==> src/rtl/mux_pkg.sv <==
// Shared definitions for the mux/dmux family: default width, source codes
// and the round-robin search helper.
package mux_pkg;

    localparam int MUX_WIDTH = 16;

    // Source codes; identical to the dmux sel encoding so out_sel can steer a dmux.
    localparam logic [1:0] SEL_CH0  = 2'b00;
    localparam logic [1:0] SEL_CH1  = 2'b01;
    localparam logic [1:0] SEL_CH2  = 2'b10;
    localparam logic [1:0] SEL_NONE = 2'b11;

    localparam logic [1:0] PTR_RST  = SEL_CH2;   // ch0 searched first after reset

    // Channel visited k steps after p in the cyclic order 0,1,2.
    function automatic logic [1:0] rr_idx(input logic [1:0] p, input int unsigned k);
        int unsigned s;
        s = 32'(p) + k;
        s = s % 3;
        return s[1:0];
    endfunction

endpackage

==> src/rtl/rr_arb3.sv <==
// Three-way round-robin arbiter, purely combinational. The channel just after
// ptr has top priority; ptr itself is considered last.
module rr_arb3
    import mux_pkg::*;
(
    input  logic [2:0] req,
    input  logic [1:0] ptr,
    input  logic       en,
    output logic [2:0] gnt,
    output logic [1:0] gnt_idx,
    output logic       any
);

    // Walk ptr+1, ptr+2, ptr and stop at the first requester.
    always_comb begin
        logic [1:0] idx;
        gnt     = 3'b000;
        gnt_idx = SEL_CH0;
        any     = 1'b0;
        idx     = SEL_CH0;
        if (en) begin
            for (int unsigned k = 1; k <= 3; k++) begin
                idx = rr_idx(ptr, k);
                if (!any && req[idx]) begin
                    any     = 1'b1;
                    gnt_idx = idx;
                    gnt     = 3'b001 << idx;
                end
            end
        end
    end

endmodule

==> src/rtl/mux_rr3.sv <==
// Registered 3-to-1 merge stage. Round-robin selects one producer, its word is
// captured in a single output slot tagged with the dmux-compatible source code.
module mux_rr3
    import mux_pkg::*;
#(
    parameter int WIDTH = MUX_WIDTH
) (
    input  logic             clk,
    input  logic             rst,
    input  logic [WIDTH-1:0] in0,
    input  logic [WIDTH-1:0] in1,
    input  logic [WIDTH-1:0] in2,
    input  logic [2:0]       in_valid,
    output logic [2:0]       in_ready,
    output logic [WIDTH-1:0] out,
    output logic [1:0]       out_sel,
    output logic             out_valid,
    input  logic             out_ready
);

    logic             load;
    logic             en;
    logic [1:0]       ptr;
    logic [2:0]       gnt;
    logic [1:0]       gnt_idx;
    logic             any;
    logic [WIDTH-1:0] win_data;

    // Slot is free or draining; reset suppresses all grants.
    assign load = !out_valid || out_ready;
    assign en   = load && !rst;

    rr_arb3 u_arb (
        .req     (in_valid),
        .ptr     (ptr),
        .en      (en),
        .gnt     (gnt),
        .gnt_idx (gnt_idx),
        .any     (any)
    );

    assign in_ready = gnt;

    // Select the winning channel's word.
    always_comb begin
        case (gnt_idx)
            SEL_CH1: win_data = in1;
            SEL_CH2: win_data = in2;
            default: win_data = in0;
        endcase
    end

    // Output slot and rr pointer: load on grant, empty on drain without refill.
    always_ff @(posedge clk) begin
        if (rst) begin
            out       <= '0;
            out_sel   <= SEL_CH0;
            out_valid <= 1'b0;
            ptr       <= PTR_RST;
        end else if (load) begin
            if (any) begin
                out       <= win_data;
                out_sel   <= gnt_idx;
                out_valid <= 1'b1;
                ptr       <= gnt_idx;
            end else begin
                out_valid <= 1'b0;
            end
        end
    end

endmodule

==> config.mk <==
export PLATFORM = sky130hd
export DESIGN_NAME = mux_rr3
export DESIGN_NICKNAME = d
export VERILOG_FILES = /design/src/rtl/mux_pkg.sv /design/src/rtl/rr_arb3.sv /design/src/rtl/mux_rr3.sv
export SDC_FILE = /design/constraint.sdc
export NUM_CORES = 1
export LEC_CHECK = 0
export BUFFER_PORTS_ARGS = -buffer_cell sky130_fd_sc_hd__buf_2
export CAP_MARGIN = 10
export CORE_MARGIN = 2
export CORE_UTILIZATION = 41
export DETAILED_ROUTE_END_ITERATION = 6
export PLACE_DENSITY = 0.79
export SETUP_SLACK_MARGIN = 0.4
export SLEW_MARGIN = 10
export SYNTH_ARGS = -nofsm -noshare
export SYNTH_HDL_FRONTEND = slang
export SYNTH_SLANG_ARGS = --single-unit
==> constraint.sdc <==
create_clock -name clk -period 2.6 [get_ports clk]
set_input_delay 0.39 -clock clk [delete_from_list [all_inputs] [get_ports clk]]
set_output_delay 0.39 -clock clk [all_outputs]
set_load 0.05 [all_outputs]
==> impl_metrics.env, run 1 <==
export IMPL_crit_path_start_kind="flip-flop"
export IMPL_grt_pass1_wl_mm=7.245
export IMPL_setup_violations=0
export IMPL_vias=1685
export IMPL_min_delay_start="rst"
export IMPL_proportion_of_synthesized_chip_area_in_sequential_cells_pct=27.47
export IMPL_ys_flop_type="dfxtp_1"
export IMPL_layout_area_overhead_vs_synth_pct=65.24
export IMPL_asyncSetResetFlopFracSynth_pct=0
export IMPL_timing_worst_slew_pin_value_ps=340.7
export IMPL_layout_drive_gt1_share_pct=56.51
export IMPL_period_needed_ps=2586
export IMPL_cts_path_max_buffers=2
export IMPL_synth_commonest_cells="dfxtp_1, mux2i_1, nand2_1, nor2_1, a21oi_1"
export IMPL_clk_latency_ps=300
export IMPL_dieHeight_um=63.63
export IMPL_avgSynthCellArea_sq_um=8.098
export IMPL_detail_route_iter0_violations=140
export IMPL_timing_critical_path_slowest_cell_delay_ps=400
export IMPL_layout_worst_path_cycle_share_pct=99.45
export IMPL_cts_buffers=3
export IMPL_hold_buffers=0
export IMPL_worstHoldPathCells=2
export IMPL_detail_route_drc_violations=0
export IMPL_grt_total_usage_pct=22.40
export IMPL_startpoint="out_sel[0]"
export IMPL_critical_path_slowest_cell="dfxtp_4"
export IMPL_post_dp_cell_area_sq_um=2018
export IMPL_io_pins=76
export IMPL_ys_warnings_count=0
export IMPL_drt_total_wl_mm=4.479
export IMPL_fin_nets=330
export IMPL_first_pass_iters=4
export IMPL_grt_setup_unrepaired="true"
export IMPL_tritoncts_num_sinks=20
export IMPL_cts_clk_slew_worst_paths_ps=110
export IMPL_final_cell_area_sq_um=2409
export IMPL_syn_area_sq_um=1458
export IMPL_timing_reg2reg_worst_path_depth=11
export IMPL_grt_pass1_vias=1648
export IMPL_post_layout_nonfiller_instances=315
export IMPL_full_die_area_sq_um=4048
export IMPL_antenna_violating_nets_post_route=0
export IMPL_core_sq_um=3363
export IMPL_worst_setup_path_type="reg -> out"
export IMPL_hold_path_class="in -> reg"
export IMPL_worst_hold_slack_ps=274.3
export IMPL_worst_slack_ps=14.31
export IMPL_gp_routability_congestion=0.8569
export IMPL_critical_path_n_buffers_inverters=3
export IMPL_endpoint_of_the_worst_register_to_register_path="out[4]"
export IMPL_share_of_the_synthesized_area_in_the_top_cell_type_pct=27.47
export IMPL_grt_remaining_overflow=0
export IMPL_setup_slack_reg_to_reg_ps=30
export IMPL_layout_core_utilization_pct=71.61
export IMPL_outcome="finished clean"
export IMPL_total_power_mw=3.235
export IMPL_worstPathCellList="inv_4 > ha_4 > mux2i_4 > o22ai_4 > o41a_1 > buf_4 > nor2_4 > buf_6"
export IMPL_initial_antenna_violation_count=0
export IMPL_vdd_ir_drop_worst_mv=0.5991
export IMPL_clock_skew_ps=5.080
export IMPL_leakagePower_nw=1.066
export IMPL_avgViaCountPerCell=5.349
export IMPL_wire_per_inst_um=14.22
export IMPL_post_synth_top_area_cell="dfxtp_1"
export IMPL_maxSlewHeadroom_pct=77.05
export IMPL_post_synth_num_cell_types=38
export IMPL_grt_start_max_net_pins=20
export IMPL_post_place_cells=297
export IMPL_timing_critical_path_arrival_ps=2200
export IMPL_maxClockFrequency_mhz=386.7
export IMPL_antenna_cells_inserted=0
export IMPL_synth_cells=180
export IMPL_crit_reg_reg_startpoint="out_sel[0]"
export IMPL_htree_levels=1
export IMPL_start_util_pct=43.34
export IMPL_netlist_top_cells_area="dfxtp_1, mux2i_1, a22oi_1, a21oi_1, ha_1"
export IMPL_std_cell_rows=21
export IMPL_required_ps=2210
export IMPL_destination_of_the_worst_hold_path="out_valid"
export IMPL_synth_enable_flop_cells=0
export IMPL_place_detailed_hpwl_mm=2.971
export IMPL_die_w_um=63.63
export IMPL_synth_nets=240
export IMPL_crit_path_end_kind="output pin"
export IMPL_cp_max_fo=5
export IMPL_buffer_type_at_the_clock_tree_root="clkbuf_4"
export IMPL_preCtsSetupSlack_ps=5.700
export IMPL_cap_viol_max_count=0
export IMPL_timing_critical_path_max_delay_family="compound AO/OA/AOI/OAI gates"
export IMPL_placement_io_buffers=75
export IMPL_maxSlewViolCount=0
export IMPL_power_per_cell_area_nw_per_um2=1343
export IMPL_tritoncts_clock_tree="built"
export IMPL_finalHoldViolCount=0
export IMPL_timing_setup_tns_ps=0
export IMPL_yosys_register_bits=20
[layer usage]
layer	up-vias	GRT usage, %	part of all wire (%)
li1	826	-	-
met1	792	27.57	40
met2	59	39.08	53
met3	8	1.786	4.4
met4	0	10.87	2.6
met5	-	0	0
[where the power goes]
| part | internal (mW) | switching, mW |
|---|---|---|
| sequential | 0.454 | 0.0838 |
| combinational | 1.04 | 1.40 |
| clock | 0.156 | 0.100 |
| total | 1.65 | 1.58 |
[registers in the layout, summed over array words and instances, names as in the netlist]
register,flops
out,16
out_sel,2
out_valid,1
ptr,1
[repair_timing]
| item | 4_1_cts | 5_1_grt |
|---|---|---|
| hold endpoints to repair | 0 | 0 |
| buffers inserted | 12 | 0 |
| gates resized for setup | 28 | 19 |
| pin swaps | 13 | 4 |
| setup endpoints to repair | 19 | 20 |
| gates cloned | 2 | 0 |
[worst max path at each step]
stage	end	slack [ps]	cells past startpoint
after floorplan	out[4]	70	13
after global placement	out[13]	30	12
after detailed placement	out[3]	6	13
after CTS	in_ready[2]	50	8
after global routing	out[14]	-80	13
final	in_ready[2]	10	8
[worst register-to-register path, stage by stage, from the launching register on]
cell,delay (ps)
dfxtp_4,400
inv_4,50
ha_4,300
mux2i_4,270
o22ai_4,110
o41a_1,330
or2_1,250
ha_4,370
buf_12,150
nor2_1,40
a21oi_1,120
mux2i_1,80
[logic make-up (layout without fill, tap and decap cells)]
logic type | after synthesis | after routing | share of synthesized area (%)
DFF | 20 | 20 | 27.47
AOI/OAI and AO/OA | 53 | 53 | 24.89
buffers and inverters | 20 | 109 | 8.411
adders and majority gates | 6 | 6 | 5.150
muxes | 21 | 21 | 14.68
and+or+nand+nor | 60 | 60 | 19.40
[placed cells by master (no fill, tap or decap), types with 2 or more instances in the layout]
cell type,count
buf_16,2
a22oi_2,16
a21oi_2,5
nor2_2,5
nor2_1,13
o2bb2ai_1,2
a21oi_1,13
buf_6,8
mux2i_4,2
inv_1,3
nand3_1,3
clkbuf_4,3
nor2b_1,3
dfxtp_1,18
buf_4,15
dfxtp_4,2
mux2i_1,18
nand2_1,20
o21ai_1,2
ha_2,2
buf_2,72
nand3b_1,5
buf_12,3
nand4_1,2
o21ai_0,3
ha_4,3
[final cells by class]
type / instances / area, sq um
flip-flops and latches: 20 / 407.9
fillers: 274 / 954.7
clock buffers: 3 / 22.52
clock inverters: 1 / 30.03
well taps: 46 / 57.56
inverters: 4 / 17.52
repair buffers: 101 / 693.2
multi-input cells: 140 / 1180
Power figures use the tool's default switching activity.
==> run 2: changes to the inputs <==
- BUFFER_PORTS_ARGS: -buffer_cell sky130_fd_sc_hd__buf_2 -> default
- CORE_UTILIZATION: 41 -> 50
- DONT_BUFFER_PORTS: default -> 1
- PLACE_DENSITY: 0.79 -> 0.7
- RECOVER_POWER: default -> 50
==> run 2 against run 1 <==
Effect of this change:
- worst setup slack got worse by 25 ps
- sequential power rose by 80%
- largest power group unchanged
- the flow now finishes with violations (negative setup slack)
- sequential share of layout area rose by 2.3 points
- critical path depth did not move
- flip-flop and latch count did not move
- critical path type unchanged
==> impl_metrics.env, run 2 (same netlist as run 1, synthesis figures left out) <==
export IMPL_outcome="finished, violations left"
export IMPL_violated_checks="negative setup slack"
export IMPL_dieHeight_um=58.00
export IMPL_maxSlewViolCount=0
export IMPL_maxSlewHeadroom_pct=60.64
export IMPL_full_die_area_sq_um=3363
export IMPL_worst_slack_ps=-11.11
export IMPL_layout_commonest_cell="buf_4"
export IMPL_finalHoldViolCount=0
export IMPL_detail_route_drc_violations=0
export IMPL_antenna_cells_inserted=0
export IMPL_buffer_type_at_the_clock_tree_root="clkbuf_4"
export IMPL_gp_routability_congestion=0.8797
export IMPL_cp_max_fo=6
export IMPL_cts_clk_slew_worst_paths_ps=110
export IMPL_preCtsSetupSlack_ps=-16.83
export IMPL_hold_path_class="in -> reg"
export IMPL_start_util_pct=52.86
export IMPL_antenna_violating_nets_post_route=0
export IMPL_first_pass_iters=4
export IMPL_crit_path_end_kind="output pin"
export IMPL_detail_route_iter0_violations=128
export IMPL_post_place_cells=215
export IMPL_top_register="out"
export IMPL_wire_per_inst_um=19.88
export IMPL_fin_nets=266
export IMPL_setup_violations=1
export IMPL_hold_buffers=0
export IMPL_initial_antenna_violation_count=0
export IMPL_grt_pass1_vias=1506
export IMPL_layout_worst_path_cycle_share_pct=100.4
export IMPL_post_dp_cell_area_sq_um=1709
export IMPL_maxClockFrequency_mhz=383.0
export IMPL_required_ps=2210
export IMPL_grt_setup_unrepaired="true"
export IMPL_crit_path_start_kind="flip-flop"
export IMPL_power_per_cell_area_nw_per_um2=1497
export IMPL_place_detailed_hpwl_mm=2.788
export IMPL_vdd_ir_drop_worst_mv=1.129
export IMPL_timing_setup_tns_ps=-11.11
export IMPL_cts_buffers=3
export IMPL_post_layout_nonfiller_instances=236
export IMPL_grt_remaining_overflow=0
export IMPL_cts_path_max_buffers=2
export IMPL_tritoncts_clock_tree="built"
export IMPL_worst_setup_path_type="reg -> out"
export IMPL_worst_hold_slack_ps=151.5
export IMPL_timing_worst_slew_pin_value_ps=592.9
export IMPL_layout_area_overhead_vs_synth_pct=44.64
export IMPL_die_w_um=58.00
export IMPL_clk_latency_ps=290
export IMPL_htree_levels=1
export IMPL_timing_critical_path_arrival_ps=2220
export IMPL_final_cell_mix="buf_4, nand2_1, mux2i_1, dfxtp_1, a22oi_2"
export IMPL_leakagePower_nw=0.8037
export IMPL_std_cell_rows=19
export IMPL_core_sq_um=2758
export IMPL_reg_largest_list="out x16, out_sel x2"
export IMPL_tritoncts_num_sinks=20
export IMPL_avgViaCountPerCell=6.309
export IMPL_final_cell_area_sq_um=2108
export IMPL_drt_total_wl_mm=4.692
export IMPL_grt_total_usage_pct=27.42
export IMPL_cap_viol_max_count=0
export IMPL_period_needed_ps=2611
export IMPL_placement_io_buffers=0
export IMPL_grt_start_max_net_pins=17
export IMPL_clock_skew_ps=2.832
export IMPL_layout_drive_gt1_share_pct=42.93
export IMPL_grt_pass1_wl_mm=7.127
export IMPL_max_reg_flops=16
export IMPL_io_pins=76
export IMPL_vias=1489
-- run 2: critical path, stage by stage, from the launching register on --
cell and delay [ps]:
dfxtp_2 370, inv_4 50, ha_4 300, mux2i_4 240
o22ai_2 110, o41a_1 420, buf_6 140, nor2_4 140
buf_8 170
-- run 2: power breakdown --
part           switching [mW]  total, mW  internal, mW  leakage, nW
Sequential              0.516      0.967         0.451        0.167
Combinational           0.978       2.04          1.06        0.622
Clock                  0.0922      0.152        0.0596       0.0150
Total                    1.59       3.16          1.57        0.804
-- run 2: what timing repair did --
| action | in CTS | in global routing |
|---|---|---|
| endpoints found under the hold margin | 0 | 0 |
| gates cloned | 2 | 2 |
| setup buffers | 11 | 2 |
| pin swaps | 33 | 9 |
| endpoints found under the setup margin | 19 | 21 |
| resized for setup | 28 | 14 |
-- run 2: stage by stage --
step	util [%]	total power [mW]
after floorplan	-	2.066
after global placement	61.98	2.356
after detailed placement	61.98	2.409
after CTS	72.10	2.947
after global routing	76.45	3.314
final	76.45	3.157
-- run 2: cell type report --
cell class                      instances  area, sq um
Timing Repair Buffer                   37        429.2
Fill cell                             171        649.4
Clock buffer                            4        26.28
Tap cell                               31        38.79
Multi-Input combinational cell        140         1191
Sequential cell                        20        405.4
Inverter                                4        17.52
-- run 2: worst paths after layout --
path              start           to  slack, ps  depth (start not counted)
min                 rst    out_valid        150                          1
max          out_sel[0]  in_ready[2]        -10                          8
min reg2reg      ptr[1]       ptr[1]        700                          3
max reg2reg  out_sel[0]       out[6]          0                         11
-- run 2: layer usage --
layer  vias to the layer above  share of wire, %  global-route usage [%]  wire, um
li1                        699                 -                       -         -
met1                       719                38                   33.47      1763
met2                        65                53                   46.59      2496
met3                         6               7.7                   6.473       361
met4                         0               1.5                   10.63        70
met5                         -                 0                       0         0
